**config.mk**
```make
export PLATFORM = sky130hd
export DESIGN_NAME = display_scan_ctrl
export DESIGN_NICKNAME = d
export VERILOG_FILES = /design/src/rtl/disp_pkg.sv /design/src/rtl/tick_gen.sv /design/src/rtl/display_scan_ctrl.sv
export SDC_FILE = /design/constraint.sdc
export NUM_CORES = 1
export LEC_CHECK = 0
export ABC_AREA = 1
export CAP_MARGIN = 20
export CORE_ASPECT_RATIO = 0.9
export CORE_MARGIN = 2
export CORE_UTILIZATION = 51
export DETAILED_ROUTE_END_ITERATION = 6
export GPL_TIMING_DRIVEN = 1
export PLACE_DENSITY_LB_ADDON = 0.15
export SYNTH_ARGS = -nofsm -noshare
export SYNTH_HDL_FRONTEND = slang
export SYNTH_SLANG_ARGS = --single-unit
```
**constraint.sdc**
```tcl
create_clock -name clk -period 3 [get_ports clk]
set_input_delay 0.3 -clock clk [delete_from_list [all_inputs] [get_ports clk]]
set_output_delay 0.3 -clock clk [all_outputs]
set_load 0.005 [all_outputs]
```
**src/rtl/disp_pkg.sv**
```systemverilog
// Shared types and constants for the 4-digit multiplexed 7-segment display path.
// Imported by the scan controller and by the digit mux.
package disp_pkg;

    typedef logic [3:0]  digit_sel_t;
    typedef logic [15:0] bcd4_t;

    localparam digit_sel_t DIG_UNITS = 4'b0001;
    localparam digit_sel_t DIG_TENS  = 4'b0010;
    localparam digit_sel_t DIG_HUND  = 4'b0100;
    localparam digit_sel_t DIG_THOU  = 4'b1000;
    localparam digit_sel_t AN_OFF    = 4'b1111;

    // Leading-zero mask: a digit blanks only if every digit above it is zero too.
    function automatic digit_sel_t lz_blank_mask(input bcd4_t cdu, input logic blank_lz);
        digit_sel_t m;
        m[3] = blank_lz & (cdu[15:12] == 4'd0);
        m[2] = m[3]     & (cdu[11:8]  == 4'd0);
        m[1] = m[2]     & (cdu[7:4]   == 4'd0);
        m[0] = 1'b0;
        return m;
    endfunction

endpackage

```
**src/rtl/tick_gen.sv**
```systemverilog
// Prescaler for the display scan: counts 0..DIV-1 while enabled and strobes tick
// during the last count, so the consumer registers the advance on the wrap edge.
module tick_gen #(
    parameter int DIV = 4
) (
    input  logic clk,
    input  logic rst_n,
    input  logic en,
    output logic tick
);

    localparam int CW = (DIV > 1) ? $clog2(DIV) : 1;

    logic [CW-1:0] cnt_q, cnt_d;

    assign tick = en && (cnt_q == CW'(DIV - 1));

    always_comb begin
        cnt_d = cnt_q;
        if (en) begin
            cnt_d = tick ? '0 : cnt_q + CW'(1);
        end
    end

    // NOTE: sequential state uses non-blocking assignments so every register
    // samples pre-edge values regardless of block evaluation order.
    always_ff @(posedge clk or negedge rst_n) begin
        if (!rst_n) begin
            cnt_q <= '0;
        end else begin
            cnt_q <= cnt_d;
        end
    end

endmodule

```
**src/rtl/display_scan_ctrl.sv**
```systemverilog
// Display scan controller: rotates a one-hot digit select for the digit mux and drives
// active-low anodes with a post-switch ghosting guard and optional leading-zero blanking.
module display_scan_ctrl
    import disp_pkg::*;
#(
    parameter int CLK_HZ    = 27_000_000,
    parameter int DIGIT_HZ  = 1_000,
    parameter int GUARD_CYC = 2
) (
    input  logic       clk,
    input  logic       rst_n,
    input  logic       en,
    input  logic       blank_lz,
    input  bcd4_t      cdu,
    output digit_sel_t digit_sel,
    output logic [3:0] an_n,
    output logic       scan_tick
);

    localparam int DIV = CLK_HZ / DIGIT_HZ;
    localparam int GW  = (GUARD_CYC > 0) ? $clog2(GUARD_CYC + 1) : 1;
    localparam logic [GW-1:0] GUARD_LOAD = GW'(GUARD_CYC);

    logic       tick;
    digit_sel_t blank_mask;

    digit_sel_t    digit_sel_q, digit_sel_d;
    logic [3:0]    an_n_q, an_n_d;
    logic [GW-1:0] guard_q, guard_d;
    logic          scan_tick_q;
    logic          en_q;

    tick_gen #(.DIV(DIV)) u_tick_gen (
        .clk   (clk),
        .rst_n (rst_n),
        .en    (en),
        .tick  (tick)
    );

    assign blank_mask = lz_blank_mask(cdu, blank_lz);

    // NOTE: every signal gets a default before any branch so no path leaves
    // it unassigned, which would otherwise infer a latch.
    always_comb begin
        digit_sel_d = digit_sel_q;
        guard_d     = guard_q;
        an_n_d      = AN_OFF;
        if (!$onehot(digit_sel_q)) begin
            digit_sel_d = DIG_UNITS;
        end else if (en) begin
            if (tick) begin
                digit_sel_d = {digit_sel_q[2:0], digit_sel_q[3]};
                guard_d     = GUARD_LOAD;
            end else if (!en_q) begin
                guard_d = GUARD_LOAD;
            end else if (guard_q != '0) begin
                guard_d = guard_q - GW'(1);
            end
            // The anode lights in the cycle the guard reaches zero.
            if (guard_d == '0) begin
                an_n_d = ~(digit_sel_d & ~blank_mask);
            end
        end
    end

    // en_q resets high so a scan enabled straight out of reset is not treated as a restart.
    always_ff @(posedge clk or negedge rst_n) begin
        if (!rst_n) begin
            digit_sel_q <= DIG_UNITS;
            an_n_q      <= AN_OFF;
            guard_q     <= GUARD_LOAD;
            scan_tick_q <= 1'b0;
            en_q        <= 1'b1;
        end else begin
            digit_sel_q <= digit_sel_d;
            an_n_q      <= an_n_d;
            guard_q     <= guard_d;
            scan_tick_q <= tick;
            en_q        <= en;
        end
    end

    assign digit_sel = digit_sel_q;
    assign an_n      = an_n_q;
    assign scan_tick = scan_tick_q;

endmodule

```
==> flow_metrics.py, run 1 <==
metrics = {
    "outcome": {
        "status": "completed",
    },
    "critical_path": {
        "cp_slowest_cell": "dfstp_2",
        "critPathLaunchType": "register",
        "cp.arrival_ns": 2.88,
        "crit_chain": "inv_1 -> fa_1 -> inv_1 -> ha_1 -> ha_1 -> nor2_1 -> nand2_1 -> nor2_1 -> nand2_1 -> nor2_2 -> nand3_1",
        "cp-end-kind": "register",
        "criticalPathCategory": "reg -> reg",
        "worst-endpoint-required_ns": 3.26,
        "slowest_delay_ns": 0.59,
        "cp_max_fo": 6,
        "ff2ff_setup_slack_ns": 0.38,
    },
    "die": {
        "dieHeight_um": 55.9,
        "rows": 18,
        "coreArea_mm2": 0.00279,
        "ios": 29,
        "initial_utilization_pct": 54.7,
        "die_w_um": 61.7,
        "die-area_mm2": 0.00345,
    },
    "logic_synthesis": {
        "yosys_register_bits": 27,
        "netlist.top_cell.by_area": "dfrtp_1",
        "synthTopCellsByCount": "nand2_1 (52), inv_1 (24), nor2_1 (23), dfrtp_1 (20), nand3_1 (18)",
        "synth.distinct_cells": 28,
        "async_flop_share_pct": 100,
        "syn_nets": 221,
        "synth.area.top_cells": "dfrtp_1 (33%), nand2_1 (13%), dfstp_2 (12%)",
        "synth_ff_type": "dfrtp_1",
        "synth_edf_count": 0,
        "synthesis.area_mm2": 0.00153,
        "avgSynthCellArea_um2": 7.76,
        "syn-instance-count": 197,
        "ys_warn_count": 0,
        "yosysMostFrequentCell": "nand2_1",
        "yosysSeqAreaShare_pct": 44.8,
        "synth_top_area_share_pct": 32.7,
    },
    "clock_network": {
        "cts_hold_buffers": 0,
        "clk_pin_slew_ns": 0.14,
        "cts_root_buffer": "clkbuf_4",
        "ctsResizeCount": 0,
        "insertion_delay_ns": 0.32,
        "postCtsSetupBuffers": 0,
        "cts_max_path_buffers": 2,
        "htreeDepth": 1,
        "cts-buffers-inserted": 3,
        "cts_sinks": 27,
        "cts_tree": "done",
    },
    "sta": {
        "fmax_mhz": 382,
        "finalCritPeriodShare_pct": 87.3,
        "slew_viol_final": 0,
        "fin_hold_ws_ns": 0.266,
        "setup_tns_ns": 0,
        "setup_viol": 0,
        "hold_violations": 0,
        "fin_crit_ns": 2.62,
        "finalWorstSetupSlack_ns": 0.381,
        "grt_setup_unrepaired": "no",
        "tightest_slew_ns": 0.447,
        "slew_headroom_pct": 70.1,
        "finClkSkew_ns": 0.0113,
    },
    "placement": {
        "place_ws_ns": 0.372,
        "dpl.hpwl_um": 2600,
        "portBuffers": 24,
        "placed_cells": 261,
        "gp_congestion": 0.849,
    },
    "flow_run": {
        "maxCapViolations": 0,
    },
    "power": {
        "p_leak_nw": 0.914,
        "p_per_area_mw_per_mm2": 558,
        "ir_worst_vdd_mv": 0.349,
    },
    "cells_and_area": {
        "drive_gt1_share_pct": 15.5,
        "fillers": 250,
        "nets": 251,
        "insertedDiodeCount": 0,
        "multi_input_area_um2": 719,
        "seqCellArea_um2": 684,
        "areaGrowthSynthToFinish_pct": 21.4,
        "fin_cells": 266,
    },
    "global_routing": {
        "grt_pass1_wl_um": 5740,
        "grt_max_degree": 24,
        "grt.total_usage_pct": 22.1,
        "grt_pass1_vias": 1299,
        "overflow": 0,
        "antenna_found_initial": 0,
    },
    "detailed_routing": {
        "drtIter0Drc": 71,
        "drt_drc_violations_left": 0,
        "viasPerCell": 5.05,
        "routed_wl_um": 3280,
        "ant_nets": 0,
        "wire_per_inst_um": 12.3,
        "vias": 1342,
        "firstDrtPassIters": 4,
    },
    "worst_hold_path": {
        "min_path_type": "in -> async",
    },
}
worst paths after layout:
kind / startpoint / endpoint / cells after the start
worst min register to register: guard_q[1] / guard_q[1] / 2
worst max register to register: digit_sel[0] / an_n[3] / 11
worst min-delay path: rst_n / u_tick_gen.cnt_q[9] / 1
worst max-delay path: digit_sel[0] / an_n[3] / 11
max in group asynchronous: rst_n / guard_q[1] / 3
min in group clk: guard_q[1] / guard_q[1] / 2
metal layers:
metal | GRT usage (%) | wire length, um | vias up
li1 | - | - | 678
met1 | 30.3 | 1500 | 625
met2 | 33.8 | 1590 | 35
met3 | 5.58 | 155 | 4
met4 | 6.99 | 36 | 0
met5 | 0 | 0 | -
stage by stage:
stage | total power [mW] | cell area, um2 | utilization (%)
6_report | 1.04 | 1860 | 66.5
5_1_grt | 1.13 | 1860 | 66.5
4_1_cts | 1.04 | 1840 | 65.9
3_5_place_dp | 0.884 | 1820 | 65.0
3_3_place_gp | 0.858 | 1820 | 65.0
2_1_floorplan | 0.776 | 1530 | -
final cells by class:
class,instances,area share (%)
multi-input cells,140,38.7
repair buffers,27,14.6
clock buffers,4,1.42
well taps,40,2.70
inverters,28,5.73
flip-flops and latches,27,36.9
cells in the final DEF (no fill, tap or decap), types with 2 or more instances in the layout:
cell type,Yosys,final
nand2_1,52,52
inv_1,24,24
clkdlybuf4s50_1,0,24
nor2_1,23,23
dfrtp_1,20,20
nand3_1,18,18
a21oi_1,9,9
dfstp_2,7,7
nor2_2,6,6
nand2_2,4,4
o21ai_1,4,4
nand3_2,3,3
inv_2,3,3
ha_1,3,3
clkbuf_4,0,3
nand4_1,2,2
nand2_4,2,2
or2_2,2,2
nor3b_1,2,2
nand3b_1,2,2
o21ai_0,2,2
buf_4,1,2
where the power goes:
group | internal, mW | switching (mW)
Combinational | 0.128 | 0.207
Clock | 0.0521 | 0.100
Sequential | 0.449 | 0.100
kinds of logic after synthesis:
logic type,Yosys count,synth area share [%]
AND/OR/NAND/NOR,117,36.2
AO/OA/AOI/OAI,18,6.55
flip-flops,27,44.8
buffers and inverters,30,8.18
XOR/XNOR,1,0.573
adder cells (fa/ha/maj),4,3.76
state kept, by name (all words and copies together) (netlist names):
signal	count
guard_q	2
scan_tick	1
u_tick_gen.cnt_q	15
an_n	4
en_q	1
digit_sel	4
critical path: cells and delay by family (launching register included):
family | cells | cell delay, ns
buffers and inverters | 2 | 0.10
adders and majority gates | 3 | 0.98
and+or+nand+nor | 6 | 0.90
DFF | 1 | 0.59
No activity file was read; power rests on OpenSTA's default activity.
==> inputs of run 2 (changes only) <==
CAP_MARGIN = not set   (was 20)
SYNTH_HIERARCHICAL = 1   (was not set)
==> flow_metrics.py, run 2 <==
metrics = {
    "clock_network": {
        "htreeDepth": 1,
        "cts_hold_buffers": 0,
        "cts_max_path_buffers": 2,
        "clk_pin_slew_ns": 0.16,
        "cts_root_buffer": "clkbuf_4",
        "cts_tree": "done",
        "insertion_delay_ns": 0.35,
        "cts_sinks": 27,
        "ctsResizeCount": 0,
        "cts-buffers-inserted": 3,
        "postCtsSetupBuffers": 0,
    },
    "critical_path": {
        "critPathLaunchType": "register",
        "critPathLaunch": "digit_sel[0]",
        "worst-endpoint-required_ns": 3.27,
        "cp-end-kind": "register",
        "criticalPathCategory": "reg -> reg",
        "cp.arrival_ns": 2.68,
        "cp_max_fo": 4,
        "worstReg2RegStart": "digit_sel[0]",
    },
    "detailed_routing": {
        "drtIter0Drc": 70,
        "firstDrtPassIters": 4,
        "wire_per_inst_um": 11.5,
        "drt_drc_violations_left": 0,
        "routed_wl_um": 3080,
        "ant_nets": 0,
        "viasPerCell": 4.97,
        "vias": 1333,
    },
    "sta": {
        "hold_violations": 0,
        "fin_crit_ns": 2.41,
        "finClkSkew_ns": 0.0116,
        "slew_viol_final": 0,
        "tightest_slew_ns": 0.327,
        "fmax_mhz": 416,
        "slew_headroom_pct": 78.1,
        "finalCritPeriodShare_pct": 80.2,
        "setup_tns_ns": 0,
        "grt_setup_unrepaired": "no",
        "setup_viol": 0,
    },
    "die": {
        "ios": 29,
        "coreArea_mm2": 0.00277,
        "rows": 18,
        "die-area_mm2": 0.00339,
        "die_w_um": 61.1,
        "dieHeight_um": 55.4,
        "initial_utilization_pct": 54.1,
    },
    "cells_and_area": {
        "final_cell_mix": "nand2_1 (49), inv_1 (33), nor2_1 (33)",
        "top_register": "u_tick_gen/cnt_q",
        "largest_reg_flops": 15,
        "areaGrowthSynthToFinish_pct": 22.1,
        "final_common_cell": "nand2_1",
        "nets": 253,
        "insertedDiodeCount": 0,
        "drive_gt1_share_pct": 9.21,
    },
    "logic_synthesis": {
        "synth.distinct_cells": 21,
        "synth_edf_count": 0,
        "synthTopCellsByCount": "nand2_1 (49), inv_1 (33), nor2_1 (33), dfrtp_1 (20), nand3_1 (14)",
        "yosysMostFrequentCell": "nand2_1",
        "ys_warn_count": 6,
        "netlist.top_cell.by_area": "dfrtp_1",
        "yosysSeqAreaShare_pct": 45.7,
        "syn_nets": 223,
        "synth_ff_type": "dfrtp_1",
        "avgSynthCellArea_um2": 7.53,
        "synthesis.area_mm2": 0.00150,
        "synth.area.top_cells": "dfrtp_1 (33%), dfstp_2 (12%), nand2_1 (12%)",
        "async_flop_share_pct": 100,
        "syn-instance-count": 199,
        "synth_top_area_share_pct": 33.4,
        "yosys_register_bits": 27,
    },
    "power": {
        "ir_worst_vdd_mv": 0.345,
        "total_power_mw": 0.870,
        "switching_share_pct": 34.6,
        "p_comb_share_pct": 25.7,
        "p_int_mw": 0.569,
        "p_per_area_mw_per_mm2": 476,
        "pwr-share-clk_pct": 19.8,
        "power_switching_mw": 0.301,
        "seqPwrFrac_pct": 54.4,
        "p_leak_nw": 0.880,
    },
    "global_routing": {
        "overflow": 0,
        "grt_pass1_vias": 1241,
        "grt.total_usage_pct": 20.5,
        "grt_pass1_wl_um": 5240,
        "grt_max_degree": 28,
        "antenna_found_initial": 0,
    },
    "flow_run": {
        "maxCapViolations": 0,
    },
    "outcome": {
        "status": "completed",
    },
    "placement": {
        "dpl.hpwl_um": 2400,
        "gp_congestion": 0.884,
        "portBuffers": 24,
    },
    "worst_hold_path": {
        "min_path_type": "in -> async",
    },
}
[run 2: changes by cell type after synthesis, moves of 3 or more]
cell	delta
nand3_2	-3
o21ai_1	-4
nand3_1	-4
nor2_2	-5
nand4_1	+3
nor2_1	+10
xor2_1	+4
o21ai_0	+8
nor3_1	+3
a21oi_1	-4
inv_1	+9
nand2_1	-3
[run 2: final cells by class]
| cell class | count | area [um2] |
|---|---|---|
| Clock buffer | 3 | 22.5 |
| Clock inverter | 1 | 8.76 |
| Fill cell | 242 | 941 |
| Inverter | 34 | 128 |
| Multi-Input combinational cell | 137 | 681 |
| Sequential cell | 27 | 684 |
| Tap cell | 40 | 50.0 |
| Timing Repair Buffer | 26 | 255 |
[run 2: worst max-delay path: stages, from the launching register on]
cell	delay, ns
dfstp_2	0.56
inv_1	0.09
fa_1	0.56
inv_1	0.05
ha_1	0.18
ha_1	0.26
inv_1	0.11
nand3_1	0.08
nor2_1	0.18
inv_1	0.07
o21ai_0	0.18
[run 2: kinds of logic (layout without fill, tap and decap cells)]
logic type	Yosys count	after routing	share of synthesized area, %
buffers and inverters	35	64	8.85
and+or+nand+nor	112	112	33.3
adders and majority gates	4	4	3.84
DFF	27	27	45.7
xor gates and xnor gates	5	5	2.92
AOI/OAI and AO/OA	16	16	5.43
[run 2: per-layer routing]
metal | up-vias | track usage, % | wire length [um]
li1 | 676 | - | -
met1 | 599 | 29.0 | 1390
met2 | 54 | 30.5 | 1420
met3 | 4 | 3.98 | 223
met4 | 0 | 7.76 | 48
met5 | - | 0 | 0
[run 2: through the flow]
step	setup slack [ns]	hold WS (ns)	std cells	instance area (um2)	util, %
after global placement	0.693	0.463	264	1800	64.9
after global routing	0.421	0.320	268	1830	66.0
after CTS	0.557	0.319	268	1830	66.0
after detailed placement	0.605	0.501	264	1800	64.9
final	0.594	0.303	268	1830	66.0
after floorplan	0.861	0.00441	199	1500	-
[run 2: worst paths after layout]
| path | to | slack, ns | depth (start not counted) |
|---|---|---|---|
| hold / removal | scan_tick | 0.30 | 2 |
| setup reg to reg | digit_sel[2] | 0.59 | 10 |
| hold reg to reg | guard_q[1] | 0.52 | 2 |
| setup / recovery | digit_sel[2] | 0.59 | 10 |
| max in group asynchronous | en_q | 2.41 | 2 |
| min in group clk | guard_q[1] | 0.52 | 2 |
[run 2: power groups by stage]
stage | sequential (mW) | combinational, mW | clock (mW)
after detailed placement | 0.478 | 0.222 | 0
final | 0.473 | 0.224 | 0.173
after global routing | 0.483 | 0.254 | 0.203
after CTS | 0.472 | 0.224 | 0.177
after floorplan | 0.468 | 0.149 | 0
after global placement | 0.475 | 0.213 | 0
==> inputs of run 3 (changes only) <==
clock period = 2.25 ns   (was 3 ns; I/O delays follow)
==> flow_metrics.py, run 3 (synthesized netlist as in run 2, its figures left out) <==
metrics = {
    "clock_network": {
        "cts_tree": "done",
        "cts_sinks": 27,
        "cts-buffers-inserted": 3,
        "postCtsSetupBuffers": 0,
        "clk_pin_slew_ns": 0.14,
        "cts_root_buffer": "clkbuf_4",
        "insertion_delay_ns": 0.34,
        "cts_hold_buffers": 0,
        "htreeDepth": 1,
        "cts_max_path_buffers": 2,
    },
    "sta": {
        "finClkSkew_ns": 0.0101,
        "setup_viol": 0,
        "hold_violations": 0,
        "fin_crit_ns": 2.13,
        "slew_viol_final": 0,
        "fmax_mhz": 470,
        "finalCritPeriodShare_pct": 94.6,
        "slew_headroom_pct": 76.9,
        "tightest_slew_ns": 0.345,
        "finalWorstSetupSlack_ns": 0.121,
    },
    "power": {
        "total_power_mw": 1.15,
        "p_int_mw": 0.756,
        "power_switching_mw": 0.393,
        "p_per_area_mw_per_mm2": 623,
        "ir_worst_vdd_mv": 0.451,
        "p_comb_share_pct": 26.8,
        "switching_share_pct": 34.2,
        "seqPwrFrac_pct": 54.8,
        "pwr-share-clk_pct": 18.3,
        "p_leak_nw": 0.873,
    },
    "die": {
        "coreArea_mm2": 0.00277,
        "rows": 18,
        "die_w_um": 61.1,
        "initial_utilization_pct": 54.1,
        "dieHeight_um": 55.4,
        "ios": 29,
        "die-area_mm2": 0.00339,
    },
    "critical_path": {
        "critPathLaunch": "digit_sel[0]",
        "worstReg2RegStart": "digit_sel[0]",
        "cp-end-kind": "register",
        "critPathLaunchType": "register",
        "cp_max_fo": 4,
        "cp.arrival_ns": 2.40,
        "worst-endpoint-required_ns": 2.52,
        "criticalPathCategory": "reg -> reg",
    },
    "outcome": {
        "status": "completed",
    },
    "cells_and_area": {
        "stdcell_area_mm2": 0.00185,
        "nets": 253,
        "utilization_pct": 66.6,
        "final_common_cell": "nand2_1",
        "largest_reg_flops": 15,
        "fillers": 243,
        "areaGrowthSynthToFinish_pct": 23.2,
        "drive_gt1_share_pct": 11.8,
        "top_register": "u_tick_gen/cnt_q",
        "final_cell_mix": "nand2_1 (49), inv_1 (31), nor2_1 (31)",
        "insertedDiodeCount": 0,
    },
    "worst_hold_path": {
        "min_path_type": "in -> async",
    },
    "global_routing": {
        "grt_pass1_wl_um": 5410,
        "overflow": 0,
        "grt.total_usage_pct": 20.5,
        "grt_max_degree": 28,
        "antenna_found_initial": 0,
        "grt_pass1_vias": 1302,
    },
    "flow_run": {
        "maxCapViolations": 0,
    },
    "placement": {
        "dpl_cell_area_mm2": 0.00180,
        "place_ws_ns": -0.0590,
        "gp_congestion": 0.906,
        "dpl.hpwl_um": 2530,
        "portBuffers": 24,
    },
    "detailed_routing": {
        "viasPerCell": 5.04,
        "routed_wl_um": 3200,
        "firstDrtPassIters": 4,
        "drt_drc_violations_left": 0,
        "ant_nets": 0,
        "drtIter0Drc": 60,
        "vias": 1351,
        "wire_per_inst_um": 11.9,
    },
}
## run 3: changes by cell type in the layout (fill, tap and decap cells not counted), moves of 2 or more
cell,previous run,this run
ha_1,3,1
inv_1,33,31
inv_2,1,3
nor2_1,33,31
nor2_2,1,3
o21ai_0,10,8
o21ai_1,0,2
## run 3: routing by layer
metal / vias to the layer above / track usage (%) / share of wire, % / wire [um]
met5: - / 0 / 0 / 0
met4: 0 / 4.66 / 0.66 / 21
met3: 3 / 4.45 / 7.0 / 225
met2: 46 / 32.1 / 47 / 1510
met1: 625 / 29.1 / 45 / 1440
li1: 677 / - / - / -
## run 3: path summary, 6_finish.rpt
check / end / slack (ns) / cells after the start
worst max-delay path: digit_sel[3] / 0.12 / 10
worst min-delay path: u_tick_gen/cnt_q[10] / 0.24 / 2
worst max register to register: digit_sel[3] / 0.12 / 10
worst min register to register: guard_q[1] / 0.51 / 2
max in group asynchronous: en_q / 1.70 / 2
min in group clk: an_n[1] / 0.48 / 4
## run 3: cell type report
class,count,area (um2),share of cell area (%)
inverter,34,128,6.92
clock buffer,3,22.5,1.22
clock inverter,1,5.00,0.271
tap,40,50.0,2.71
multi-input combinational,137,701,38.0
timing repair buffer,26,255,13.8
sequential,27,684,37.1
## run 3: worst max-delay path, stage by stage, from the launching register on
cell and delay [ns]:
dfstp_2 0.56, inv_2 0.06, fa_1 0.52, inv_1 0.05, ha_2 0.18, ha_4 0.21
inv_2 0.07, nand3_1 0.09, nor2_2 0.14, inv_1 0.08, o21ai_1 0.11
## run 3: per-stage QoR
step	setup TNS, ns	instances	hold slack, ns
4_1_cts	-0.0627	268	0.247
3_3_place_gp	0	264	0.465
2_1_floorplan	0	199	-0.0706
6_report	0	268	0.238
5_1_grt	-0.00224	268	0.257
3_5_place_dp	-0.174	264	0.500
## run 3: power groups by stage
stage                     Clock (mW)  Combinational, mW  Sequential, mW
after global placement             0              0.284           0.634
after global routing           0.242              0.358           0.641
final                          0.211              0.309           0.630
after CTS                      0.223              0.305           0.629
after detailed placement           0              0.297           0.638
after floorplan                    0              0.198           0.624
## run 3: what timing repair did
action / 4_1_cts / 5_1_grt
pin swaps: 1 / 1
setup endpoints to repair: 7 / 10
gates resized for setup: 3 / 5
endpoints found under the hold margin: 0 / 0
